<file path="src/rtl/rv_iopmp_err_queue.sv">
// IOPMP error-record queue: per-instance hold registers, round-robin arbiter, DEPTH-entry FIFO.
// Optional drop counter enabled by defining RV_IOPMP_ERRQ_DROPCNT_EN.
module rv_iopmp_err_queue #(
  parameter int NUMBER_IOPMP_INSTANCES = 1,
  parameter int DEPTH                  = 4,
  parameter int ADDR_WIDTH             = 64,
  parameter int RRID_WIDTH             = 16,
  localparam int N  = NUMBER_IOPMP_INSTANCES,
  localparam int SW = (N > 1) ? $clog2(N) : 1,
  localparam int LW = $clog2(DEPTH + 1)
) (
  input  logic                            clk_i,
  input  logic                            rst_ni,
  input  logic                            clear_i,
  input  logic [N-1:0]                    err_valid_i,
  input  logic [N-1:0][1:0]               err_ttype_i,
  input  logic [N-1:0][2:0]               err_etype_i,
  input  logic [N-1:0][RRID_WIDTH-1:0]    err_rrid_i,
  input  logic [N-1:0][ADDR_WIDTH-1:0]    err_addr_i,
  output logic                            err_valid_o,
  input  logic                            err_ready_i,
  output logic [1:0]                      err_ttype_o,
  output logic [2:0]                      err_etype_o,
  output logic [RRID_WIDTH-1:0]           err_rrid_o,
  output logic [ADDR_WIDTH-1:0]           err_addr_o,
  output logic [SW-1:0]                   err_src_o,
  output logic [LW-1:0]                   level_o,
  output logic                            lost_o,
  output logic [15:0]                     drop_cnt_o
);

  localparam int PW    = $clog2(DEPTH);
  localparam int REC_W = SW + 2 + 3 + RRID_WIDTH + ADDR_WIDTH;

  logic [N-1:0]                 hold_full;
  logic [N-1:0][1:0]            hold_ttype;
  logic [N-1:0][2:0]            hold_etype;
  logic [N-1:0][RRID_WIDTH-1:0] hold_rrid;
  logic [N-1:0][ADDR_WIDTH-1:0] hold_addr;

  logic [SW-1:0]    rr_ptr;
  logic [SW-1:0]    gnt_idx;
  logic             gnt_any;
  logic [N-1:0]     gnt_oh;
  logic [N-1:0]     load_vec;
  logic [N-1:0]     drop_vec;

  logic [REC_W-1:0] mem [DEPTH];
  logic [PW-1:0]    wr_ptr;
  logic [PW-1:0]    rd_ptr;
  logic [LW-1:0]    level;
  logic             lost;
  logic             fifo_full;
  logic             push;
  logic             pop;
  logic [REC_W-1:0] head;
  int               j;

  assign fifo_full = (level == LW'(DEPTH));

  // Round-robin search starting at rr_ptr; a full FIFO never grants, even when popping.
  always_comb begin
    gnt_any = 1'b0;
    gnt_idx = '0;
    gnt_oh  = '0;
    j       = 0;
    if (!fifo_full) begin
      for (int k = 0; k < N; k++) begin
        j = int'(rr_ptr) + k;
        if (j >= N) j = j - N;
        if (!gnt_any && hold_full[j]) begin
          gnt_any = 1'b1;
          gnt_idx = SW'(j);
        end
      end
    end
    if (gnt_any) gnt_oh[gnt_idx] = 1'b1;
  end

  // A hold accepts a pulse when empty or when it is being drained into the FIFO this cycle.
  assign load_vec = clear_i ? '0 : (err_valid_i & (~hold_full | gnt_oh));
  assign drop_vec = clear_i ? '0 : (err_valid_i & hold_full & ~gnt_oh);

  assign push = gnt_any;
  // Handshake: a head record transfers on a cycle where err_valid_o && err_ready_i;
  // while err_valid_o is high and err_ready_i low the head fields hold still.
  assign pop  = (level != '0) && err_ready_i;

  always_ff @(posedge clk_i) begin
    if (!rst_ni || clear_i) begin
      hold_full <= '0;
      rr_ptr    <= '0;
      wr_ptr    <= '0;
      rd_ptr    <= '0;
      level     <= '0;
      lost      <= 1'b0;
    end else begin
      for (int i = 0; i < N; i++) begin
        if (load_vec[i])    hold_full[i] <= 1'b1;
        else if (gnt_oh[i]) hold_full[i] <= 1'b0;
      end
      if (gnt_any) rr_ptr <= (gnt_idx == SW'(N - 1)) ? '0 : gnt_idx + SW'(1);
      if (push) wr_ptr <= wr_ptr + PW'(1);
      if (pop)  rd_ptr <= rd_ptr + PW'(1);
      if (push && !pop)      level <= level + LW'(1);
      else if (!push && pop) level <= level - LW'(1);
      if (|drop_vec) lost <= 1'b1;
    end
  end

  // Record payloads carry no reset; validity is tracked by hold_full and level.
  always_ff @(posedge clk_i) begin
    for (int i = 0; i < N; i++) begin
      if (load_vec[i]) begin
        hold_ttype[i] <= err_ttype_i[i];
        hold_etype[i] <= err_etype_i[i];
        hold_rrid[i]  <= err_rrid_i[i];
        hold_addr[i]  <= err_addr_i[i];
      end
    end
    if (push) mem[wr_ptr] <= {gnt_idx, hold_ttype[gnt_idx], hold_etype[gnt_idx],
                              hold_rrid[gnt_idx], hold_addr[gnt_idx]};
  end

  assign head = (level != '0) ? mem[rd_ptr] : '0;
  assign {err_src_o, err_ttype_o, err_etype_o, err_rrid_o, err_addr_o} = head;
  assign err_valid_o = (level != '0);
  assign level_o     = level;
  assign lost_o      = lost;

`ifdef RV_IOPMP_ERRQ_DROPCNT_EN
  logic [15:0] drop_cnt;
  logic [31:0] drop_num;
  logic [31:0] drop_sum;

  always_comb begin
    drop_num = '0;
    for (int i = 0; i < N; i++) drop_num = drop_num + 32'(drop_vec[i]);
    drop_sum = 32'(drop_cnt) + drop_num;
  end

  always_ff @(posedge clk_i) begin
    if (!rst_ni || clear_i) drop_cnt <= '0;
    else                    drop_cnt <= (drop_sum > 32'hFFFF) ? 16'hFFFF : drop_sum[15:0];
  end

  assign drop_cnt_o = drop_cnt;
`else
  assign drop_cnt_o = '0;
`endif

endmodule

</file>
<file path="config.mk">
export PLATFORM = sky130hd
export DESIGN_NAME = rv_iopmp_err_queue
export DESIGN_NICKNAME = d
export VERILOG_FILES = /design/src/rtl/rv_iopmp_err_queue.sv
export SDC_FILE = /design/constraint.sdc
export NUM_CORES = 1
export LEC_CHECK = 0
export ABC_CLOCK_PERIOD_IN_PS = 14600
export CORE_UTILIZATION = 67
export DETAILED_ROUTE_END_ITERATION = 10
export DONT_BUFFER_PORTS = 1
export PLACE_DENSITY = 0.9
export SETUP_SLACK_MARGIN = 0.15
export SYNTH_ARGS = -nofsm -noshare
export SYNTH_HDL_FRONTEND = slang
export SYNTH_SLANG_ARGS = --single-unit
</file>
<file path="constraint.sdc">
create_clock -name clk_i -period 14.6 [get_ports clk_i]
set_input_delay 4.38 -clock clk_i [delete_from_list [all_inputs] [get_ports clk_i]]
set_output_delay 4.38 -clock clk_i [all_outputs]
set_load 0.05 [all_outputs]
</file>
* After elaboration in Yosys (flattened, before gate mapping)
Memories as Yosys holds them, arrays and structs flattened. A register that Yosys moved wholly into a read port is not among the register bits. Cells that the tools add are included.
Word-level totals: bits in writable memories 344, bits of input ports 90, bits in registers 95, logic and storage cells 65, memories kept 1
Operators by class: equal/unequal tests 1, add/sub/neg operators 6, mux-type cells 26, reductions and logical operators 11, order comparisons 4, bitwise operators 6
Memories:
- mem | depth 4, width 86, read ports 1, clocked after memory_dff 1, write ports 1, RTL line 48 | logic [REC_W-1:0] mem [DEPTH];
Operator list (count):
- 86-bit two-way mux | 1
- 32-bit two-way mux | 2
- 64-bit two-way mux | 1
- 32-bit by 2-bit < comparator with 1-bit output (second input constant) | 1
- 16-bit two-way mux | 1
- 1-bit two-way mux | 15
- 3-bit two-way mux | 3
- 2-bit two-way mux | 3
- 2-bit by 1-bit adder with 2-bit output (second input constant) | 2
- 1-bit logical AND | 4
- 2-bit nonzero test | 2
- 3-bit by 1-bit adder with 3-bit output (second input constant) | 1
- 1-bit AND | 3
- 3-bit equality test (second input constant) | 1
- 1-bit zero test | 3
- 3-bit nonzero test | 1
- 3-bit by 1-bit subtractor with 3-bit output (second input constant) | 1
- 1-bit >= comparator (second input constant) | 2
- 1-bit inverter | 2
- 1-bit by 1-bit subtractor with 2-bit output (second input constant) | 1
- 1-bit adder (second input constant) | 1
- 1-bit logical OR | 1
- 1-bit < comparator (second input constant) | 1
- 1-bit OR | 1

* Logic depth before layout (Yosys ltp)
Gate-level depths: netlist (run 1).
word-level depth 16, mapped depth 8, depth with buffers taken out 8

* Least setup slack after synthesis (run 1)
Ideal clock, no wire load.
path kind input -> register, start point input clear_i, end point register hold_addr[0] (netlist bit), enable pin, arrival time 10.591 ns, library setup time 0.652 ns, data required time 13.948 ns, setup slack 3.357 ns, stages 1, cells stage by stage nor3b_1
On the way: longest elaborated chain between the ends 1
Ends and longest elaborated chain:
- start, declared | RTL line 14 | input logic clear_i,
- 1-bit two-way mux | RTL line 81 | assign load_vec = clear_i ? '0 : (err_valid_i & (~hold_full | gnt_oh));
- end signal, assigned by index | RTL line 118 | hold_addr[i] <= err_addr_i[i];
- end, declared | RTL line 39 | logic [N-1:0][ADDR_WIDTH-1:0] hold_addr;
Every way passes these cells. A chain may end at the register's enable or synchronous reset.

==> flow_summary_export.csv, run 1 <==
group,metric,value,unit
run_status,status,"complete, no violations",
drt,num_vias,6738,
clocking,worst_skew_pair.late_latency,0.53,ns
layout,stdcell_area,17600,um^2
drt,wirelength,29.56,mm
floorplan,initial_core_util,68.46,%
synth,synth_area,16120,um^2
global_routing,grtUsageMet1,32.92,%
floorplan,die_w,157.1,um
placed_design,place_area,16310,um^2
synth,ys_ff_latch,436,
hold_path,hold_end,"mem[1][65]",
placed_design,finalWeightedCongestion,0.7856,
layout,drive_above_1_share,21.12,%
critical_path,worst_setup_path_end_kind,"primary output",
sta,hold_viol_final,0,
global_routing,antenna_found_initial,3,
global_routing,grt_max_degree,87,
critical_path,reg2reg_from,"level_o[1]",
sta,fmax,130.7,MHz
synth,avgSynthCellArea,23.02,um^2
drt,drc,0,
critical_path,required,10.22,ns
layout,n_fill_cell,1216,
synth,yosysWarnings,0,
critical_path,crit_arrival,3.27,ns
drt,postRouteAntennaNets,0,
sta,worst_pin_slew,1.167,ns
clocking,cts_tree,"yes",
global_routing,track_usage,24.34,%
hold_path,whs_path_depth,0,
placed_design,port_buffers,0,
power,ir_drop,0.1089,mV
clocking,clkSinkCount,436,
global_routing,grt_overflow,0,
clocking,htree_levels,2,
synth,synth_cells,700,
power,cellPowerDensity,144.5,nW/um^2
sta,slew_headroom,22.23,%
sta,setup_viol,0,
floorplan,core.rowCount,56,
clocking,post_cts_buffers,0,
drt,wl_per_cell,27.42,um
clocking,ctsResizeCount,0,
layout,most-common-layout-cells,"edfxtp_1, mux4_2, and2_1",
drt,drtPass1Iterations,4,
clocking,path_clk_slew,0.06,ns
global_routing,gr-max-usage-layer,"met2",
critical_path,reg2reg_to,"mem[2][81]",
run,maxCapViolations,0,
critical_path,critPathKind,"flip-flop to primary output",
floorplan,io_pins,197,
layout,final_common_cell,"edfxtp_1",
power,finalPower,2.544,mW
layout,nets,818,
clocking,numCtsBuffers,42,
hold_path,worstHoldStart,"hold_rrid[1]",
drt,drt_first_iter_violations,672,
critical_path,cp_max_fo,50,
clocking,hold_buffers,0,
global_routing,grtUsageMet3,5.039,%
critical_path,rr_worst_depth,3,
sta,maxSlewViolCount,0,
sta,tns,0,ns
floorplan,die-area,24680,um^2
floorplan,die_y,157.1,um
drt,viasPerCell,6.250,
global_routing,grt_pass1_wl,42.88,mm
critical_path,critPathLaunchType,"flip-flop",
hold_path,min_path_type,"flip-flop to flip-flop",
floorplan,coreArea,23540,um^2
sta,rsz0062_at_grt,"no",
layout,area_growth,9.200,%
sta,finalCritPeriodShare,52.41,%
synth,ys_types,30,
placed_design,hpwl,15.67,mm
power,leakage,5.489,nW
global_routing,grt_pass1_vias,7007,
critical_path,timing.reg2reg.setup_slack,11.71,ns
sta,min_period,7.652,ns
global_routing,use_met2,40.78,%
clocking,clockBufferDepth,3,
clocking,root_buffer,"clkbuf_16",
synth,seq_area_frac_synth,80.55,%
sta,skew,0.01462,ns
## cells in the mapped netlist, drive strengths merged
| cell | number | area, um^2 |
|---|---|---|
| mux4 | 85 | 1914 |
| fa | 1 | 20.02 |
| conb | 1 | 3.750 |
| and3 | 4 | 25.02 |
| buf | 36 | 322.8 |
| a31oi | 1 | 6.260 |
| nor3b | 2 | 15.01 |
| and2 | 85 | 531.8 |
| edfxtp | 425 | 12760 |
| ha | 5 | 62.56 |
| inv | 6 | 22.52 |
| mux2i | 1 | 10.01 |
| nor2 | 9 | 33.78 |
| xor2 | 4 | 35.03 |
| or3 | 2 | 12.51 |
| or3b | 1 | 8.760 |
| dfxtp | 11 | 220.2 |
| a21oi | 2 | 10.01 |
| nand2b | 1 | 6.260 |
| o31ai | 2 | 15.01 |
| nand3 | 1 | 5.000 |
| or4 | 1 | 7.510 |
| o21ai | 2 | 10.01 |
| clkbuf | 10 | 37.54 |
| nor4bb | 1 | 10.01 |
| o311ai | 1 | 8.760 |
## how the worst max path moves through the flow
stage | startpoint | to | slack [ns] | depth (start not counted)
global route | flip-flop | err_rrid_o[1] | 6.66 | 3
global placement | flip-flop | err_addr_o[38] | 7.38 | 3
floorplan | clear_i | hold_addr[0] | 3.36 | 1
CTS | flip-flop | err_addr_o[18] | 6.80 | 3
detailed placement | flip-flop | err_addr_o[40] | 7.34 | 3
finish | flip-flop | err_rrid_o[1] | 6.95 | 3
## through the flow
step	utilization [%]	worst slack [ns]	hold slack, ns	instances
floorplan	-	3.357	0.4587	716
global placement	69.29	7.381	0.4647	997
detailed placement	69.29	7.341	0.4882	997
CTS	74.69	6.802	0.5014	1072
global route	74.70	6.658	0.5118	1073
finish	74.76	6.948	0.4932	1078
## kinds of logic (layout without fill, tap and decap cells)
family,Yosys count,in the layout,share of synthesized area [%]
DFF,436,436,80.55
other,1,23,0.02327
adders and majority gates,6,6,0.5124
and+or+nand+nor,107,107,4.068
AOI/OAI and AO/OA,8,8,0.3105
muxes,86,86,11.94
buffers and inverters,52,89,2.376
xor gates and xnor gates,4,4,0.2174
## power breakdown
| part | internal, mW | total [mW] | leakage (nW) | switching (mW) |
|---|---|---|---|---|
| clock | 0.567 | 1.00 | 0.619 | 0.433 |
| sequential | 1.39 | 1.41 | 3.96 | 0.0173 |
| combinational | 0.0253 | 0.135 | 0.911 | 0.109 |
## state kept, by name (all words and copies together), names as in the netlist, named ones only
signal,flops
mem,340
hold_addr,64
hold_rrid,16
hold_etype,3
level_o,3
hold_ttype,2
rd_ptr,2
wr_ptr,2
hold_full,1
lost_o,1
## critical path, cell delays in order, from the launching register on
cell and delay [ns]:
dfxtp_4 0.80, buf_4 0.87, mux4_2 0.62, and2_1 0.35
## area by class of cell
class | instances | area (um^2) | area share, %
well taps | 319 | 399.1 | 2.268
clock buffers | 51 | 1085 | 6.164
clock inverters | 24 | 186.4 | 1.059
flip-flops and latches | 436 | 12990 | 73.81
inverters | 6 | 22.52 | 0.1280
repair buffers | 8 | 60.06 | 0.3412
multi-input cells | 228 | 2841 | 16.15
diodes | 6 | 15.01 | 0.08531
## layer usage
metal	wire [um]	vias up
met5	0	-
met4	634	0
met3	2150	51
met2	15170	341
met1	11600	3502
li1	-	2844
(Power assumes the default switching activity.)
==> run 2, diff against run 1 <==
--- a/config.mk
+++ b/config.mk
@@ -5,11 +5,11 @@
 export SDC_FILE = /design/constraint.sdc
 export NUM_CORES = 1
 export LEC_CHECK = 0
-export ABC_CLOCK_PERIOD_IN_PS = 14600
-export CORE_UTILIZATION = 67
+export ABC_CLOCK_PERIOD_IN_PS = 6700
+export CORE_UTILIZATION = 57
 export DETAILED_ROUTE_END_ITERATION = 10
 export DONT_BUFFER_PORTS = 1
-export PLACE_DENSITY = 0.9
+export PLACE_DENSITY = 0.82
 export SETUP_SLACK_MARGIN = 0.15
 export SYNTH_ARGS = -nofsm -noshare
 export SYNTH_HDL_FRONTEND = slang
==> constraint.sdc (replaced) <==
create_clock -name clk_i -period 6.7 [get_ports clk_i]
set_input_delay 2.01 -clock clk_i [delete_from_list [all_inputs] [get_ports clk_i]]
set_output_delay 2.01 -clock clk_i [all_outputs]
set_load 0.05 [all_outputs]
==> run 2 against run 1 <==
Sequential cell count unchanged. Final area rose by 0.91%. Final cell count increased by 5.1%. Non-clock buffer count decreased by 1. Register-to-register slack worse by 7.9 ns. Sequential power grew 120%. Largest power group unchanged.
==> flow_summary_export.csv, run 2 (synthesis gave the netlist of run 1 again) <==
group,metric,value,unit
floorplan,die_w,170.2,um
placed_design,finalWeightedCongestion,0.7494,
drt,wirelength,27.35,mm
sta,fmax,204.0,MHz
floorplan,io_pins,197,
critical_path,cpPeakStageDelay,0.90,ns
sta,finalCritPeriodShare,73.18,%
sta,worst_pin_slew,1.260,ns
power,finalPower,5.648,mW
critical_path,crit_arrival,2.89,ns
critical_path,cp_max_fo,86,
layout,biggestRegsByFlops,"mem x340, hold_addr x64, hold_rrid x16",
layout,largest_reg_flops,340,
clocking,worst_skew_pair.late_latency,0.52,ns
layout,fin_util,63.93,%
layout,stdcell_area,17760,um^2
clocking,cts_tree,"yes",
power,leakage,5.530,nW
drt,drtPass1Iterations,5,
sta,tns,0,ns
clocking,htree_levels,2,
clocking,clockBufferDepth,3,
clocking,path_clk_slew,0.06,ns
critical_path,critPathLaunchType,"flip-flop",
drt,drt_first_iter_violations,586,
power,clock_power_share,40.5,%
critical_path,critPathSlowestCell,"or3_4",
sta,holdWs,0.4968,ns
global_routing,antenna_found_initial,4,
drt,routed-wl-met2,13.83,mm
floorplan,coreArea,27780,um^2
power,p_int,4.447,mW
sta,slew_headroom,16.01,%
power,combinationalPowerShare,5.2,%
drt,dr.max_layer_used,"met4",
run,maxCapViolations,0,
drt,viasPerCell,5.825,
critical_path,critPathKind,"flip-flop to primary output",
global_routing,grt_overflow,0,
run_status,status,"complete, no violations",
placed_design,hpwl,14.96,mm
power,p_sw_share,21.26,%
drt,wl_met3,2.329,mm
clocking,clkSinkCount,436,
floorplan,die-area,28950,um^2
clocking,root_buffer,"clkbuf_16",
layout,drive_above_1_share,21.14,%
global_routing,grt_pass1_vias,6957,
hold_path,min_path_type,"flip-flop to flip-flop",
sta,rsz0062_at_grt,"no",
drt,postRouteAntennaNets,0,
layout,most-common-layout-cells,"edfxtp_1, mux4_2, and2_1",
layout,nets,818,
drt,drc,0,
placed_design,port_buffers,0,
layout,n_fill_cell,1800,
drt,num_vias,6600,
floorplan,core.rowCount,61,
layout,final_common_cell,"edfxtp_1",
clocking,hold_buffers,0,
critical_path,timing.reg2reg.setup_slack,3.83,ns
sta,maxSlewViolCount,0,
sta,min_period,4.903,ns
critical_path,worstPathCellList,"or3_4 > and2_1",
drt,wl_per_cell,24.14,um
power,cellPowerDensity,318.0,nW/um^2
power,p_sw,1.201,mW
critical_path,worst_setup_path_end_kind,"primary output",
layout,regMostFlops,"mem",
critical_path,required,4.69,ns
layout,area_growth,10.19,%
placed_design,place_area,16400,um^2
sta,setup_viol,0,
sta,hold_viol_final,0,
global_routing,grt_pass1_wl,40.87,mm
drt,met1_length,10.74,mm
floorplan,initial_core_util,58.01,%
power,ir_drop,0.2439,mV
clocking,post_cts_buffers,0,
clocking,numCtsBuffers,43,
global_routing,track_usage,19.40,%
sta,skew,0.01140,ns
clocking,ctsResizeCount,0,
power,seq_power_share,54.4,%
floorplan,die_y,170.2,um
global_routing,grt_max_degree,87,
-- run 2: cell types whose count changed in the layout (fill, tap and decap cells not counted), moves of 2 or more --
cell | previous run | this run
clkbuf_16 | 42 | 45
inv_6 | 3 | 0
clkbuf_8 | 0 | 2
buf_4 | 8 | 6
diode_2 | 6 | 3
-- run 2: metrics by stage --
stage	std cells	worst slack, ns
after CTS	1130	1.774
final	1133	1.797
after floorplan	716	0.8857
after global placement	1055	2.382
after global routing	1130	1.632
after detailed placement	1055	2.336
-- run 2: path summary, 6_finish.rpt --
check,start,cells after the start,endpoint
hold reg to reg,hold_addr[17],0,mem[1][17]
setup reg to reg,level_o[0],3,mem[2][69]
setup / recovery,level_o[0],2,err_rrid_o[12]
hold / removal,hold_addr[17],0,mem[1][17]
-- run 2: power by group through the flow --
stage,Clock (mW),Sequential [mW],Combinational [mW]
3_5_place_dp,0,3.13,0.293
2_1_floorplan,0,3.11,0.275
3_3_place_gp,0,3.12,0.289
4_1_cts,2.33,3.07,0.295
6_report,2.29,3.07,0.293
5_1_grt,2.43,3.07,0.306
-- run 2: routing by layer --
metal	global-route usage [%]	vias up
li1	-	2837
met4	4.935	0
met5	0	-
met3	5.814	42
met2	32.16	294
met1	25.31	3427
-- run 2: worst max-delay path: cells and delay by family (launching register included) --
kind,cells,cell delay [ns]
flip-flops,1,0.82
AND/OR/NAND/NOR,2,1.49
-- run 2: layout make-up --
cell class	count	area, um^2	area share [%]
multi-input combinational	228	2848	16.03
antenna	3	7.507	0.04227
timing repair buffer	7	65.06	0.3664
inverter	6	22.52	0.1268
sequential	436	12990	73.14
tap	378	473.0	2.663
clock inverter	19	166.4	0.9370
clock buffer	56	1187	6.686
==> run 3, diff against run 2 <==
--- a/config.mk
+++ b/config.mk
@@ -5,7 +5,7 @@
 export SDC_FILE = /design/constraint.sdc
 export NUM_CORES = 1
 export LEC_CHECK = 0
-export ABC_CLOCK_PERIOD_IN_PS = 6700
+export ABC_CLOCK_PERIOD_IN_PS = 4300
 export CORE_UTILIZATION = 57
 export DETAILED_ROUTE_END_ITERATION = 10
 export DONT_BUFFER_PORTS = 1
==> constraint.sdc (replaced) <==
create_clock -name clk_i -period 4.3 [get_ports clk_i]
set_input_delay 1.29 -clock clk_i [delete_from_list [all_inputs] [get_ports clk_i]]
set_output_delay 1.29 -clock clk_i [all_outputs]
set_load 0.05 [all_outputs]
==> run 3 against run 2 <==
Die area unchanged. Sequential share of layout area fell by 0.71 points. Global-route usage is 0.11 points higher. Non-clock buffer count up 4. Combinational power up 57%. Via count is 0.32% lower. Clock skew up 0.0088 ns. Critical endpoint is now err_addr_o[41].
==> flow_summary_export.csv, run 3 (synthesis gave the netlist of run 1 again) <==
group,metric,value,unit
run_status,status,"complete, no violations",
power,clock_power_share,41.6,%
critical_path,cp_max_fo,86,
clocking,numCtsBuffers,43,
clocking,worst_skew_pair.late_latency,0.53,ns
power,p_sw,1.904,mW
clocking,ctsResizeCount,0,
drt,wl_per_cell,24.34,um
clocking,root_buffer,"clkbuf_16",
power,cellPowerDensity,499.8,nW/um^2
critical_path,worst_setup_path_end_kind,"primary output",
critical_path,reg2reg_from,"level_o[0]",
layout,area_growth,11.27,%
drt,drt_first_iter_violations,580,
placed_design,port_buffers,0,
global_routing,track_usage,19.50,%
layout,stdcell_area,17930,um^2
drt,drtPass1Iterations,4,
power,p_int,7.059,mW
global_routing,grt_pass1_wl,40.87,mm
sta,setup_viol,0,
layout,drive_above_1_share,22.66,%
critical_path,cpPeakStageDelay,0.83,ns
sta,maxSlewViolCount,0,
layout,final_common_cell,"edfxtp_1",
layout,largest_reg_flops,340,
sta,slew_headroom,27.88,%
drt,postRouteAntennaNets,0,
floorplan,io_pins,197,
power,leakage,5.610,nW
clocking,hold_buffers,0,
critical_path,critPathKind,"flip-flop to primary output",
layout,nets,822,
floorplan,coreArea,27780,um^2
global_routing,grt_overflow,0,
floorplan,core.rowCount,61,
floorplan,die_w,170.2,um
power,p_sw_share,21.24,%
power,finalPower,8.963,mW
critical_path,critPathSlowestCell,"dfxtp_1",
sta,tns,0,ns
floorplan,die_y,170.2,um
clocking,cts_tree,"yes",
clocking,path_clk_slew,0.06,ns
drt,viasPerCell,5.766,
placed_design,finalWeightedCongestion,0.7334,
placed_design,place_area,16490,um^2
layout,regMostFlops,"mem",
power,ir_drop,0.4076,mV
critical_path,rr_worst_depth,3,
critical_path,worstPathCellList,"or3_4 > and2_1",
power,combinationalPowerShare,5.1,%
layout,most-common-layout-cells,"edfxtp_1, mux4_2, and2_1",
drt,drc,0,
placed_design,hpwl,15.61,mm
layout,fin_util,64.55,%
hold_path,whs_path_depth,0,
hold_path,worstHoldStart,"hold_addr[40]",
sta,fmax,249.4,MHz
clocking,htree_levels,2,
global_routing,grt_pass1_vias,6963,
run,maxCapViolations,0,
clocking,post_cts_buffers,0,
layout,biggestRegsByFlops,"mem x340, hold_addr x64, hold_rrid x16",
critical_path,reg2reg_to,"mem[0][40]",
clocking,clockBufferDepth,3,
sta,skew,0.02024,ns
drt,num_vias,6579,
sta,rsz0062_at_grt,"yes",
critical_path,cp_top_family,"simple AND/OR/NAND/NOR gates",
drt,wirelength,27.77,mm
sta,hold_viol_final,0,
hold_path,min_path_type,"flip-flop to flip-flop",
critical_path,timing.reg2reg.setup_slack,1.50,ns
critical_path,required,3.01,ns
critical_path,crit_arrival,2.72,ns
clocking,clkSinkCount,436,
floorplan,initial_core_util,58.01,%
sta,finalCritPeriodShare,93.26,%
sta,min_period,4.010,ns
critical_path,path_buf_inv,0,
floorplan,die-area,28950,um^2
sta,worst_pin_slew,1.082,ns
global_routing,antenna_found_initial,5,
power,seq_power_share,53.3,%
hold_path,hold_end,"mem[2][40]",
critical_path,critPathLaunchType,"flip-flop",
global_routing,grt_max_degree,87,
[run 3: area by class of cell]
class,count,area (um^2)
fill,1776,9848
timing repair buffer,11,157.7
clock inverter,26,260.3
antenna,4,10.01
inverter,6,22.52
multi-input combinational,228,2848
clock buffer,52,1172
tap,378,473.0
sequential,436,12990
[run 3: worst reg2reg max path, cell delays in order, from the launching register on]
cell	delay, ns
dfxtp_1	0.83
or3b_2	0.32
and3_4	0.93
buf_4	0.41
[run 3: power by group through the flow]
| stage | sequential (mW) | combinational, mW | clock [mW] |
|---|---|---|---|
| after detailed placement | 4.87 | 0.463 | 0 |
| after global placement | 4.85 | 0.454 | 0 |
| after CTS | 4.78 | 0.466 | 3.80 |
| after global routing | 4.78 | 0.482 | 3.95 |
| after floorplan | 4.85 | 0.429 | 0 |
| final | 4.78 | 0.461 | 3.73 |
[run 3: how the worst max path moves through the flow]
stage,startpoint,cells after the start,endpoint
after floorplan,err_valid_i,1,hold_addr[0]
after global placement,level_o[0],2,err_addr_o[26]
after detailed placement,level_o[0],2,err_addr_o[17]
after CTS,level_o[0],2,err_addr_o[39]
after global routing,level_o[0],2,err_addr_o[17]
final,level_o[0],2,err_addr_o[41]
[run 3: metrics by stage]
stage          instances  hold slack, ns  setup WS [ns]
6_report            1141          0.4892         0.2897
5_1_grt             1138          0.5022         0.1387
4_1_cts             1137          0.4909         0.2572
3_5_place_dp        1059          0.4831         0.8455
3_3_place_gp        1059          0.4646         0.9501
2_1_floorplan        716          0.4587         0.3906
[run 3: metal layers]
| layer | share of wire (%) | global-route usage [%] | wire length (um) |
|---|---|---|---|
| met1 | 40 | 24.76 | 10990 |
| met2 | 52 | 33.43 | 14420 |
| met4 | 2.3 | 6.228 | 640 |
| met3 | 6.2 | 4.605 | 1718 |
| met5 | 0 | 0 | 0 |
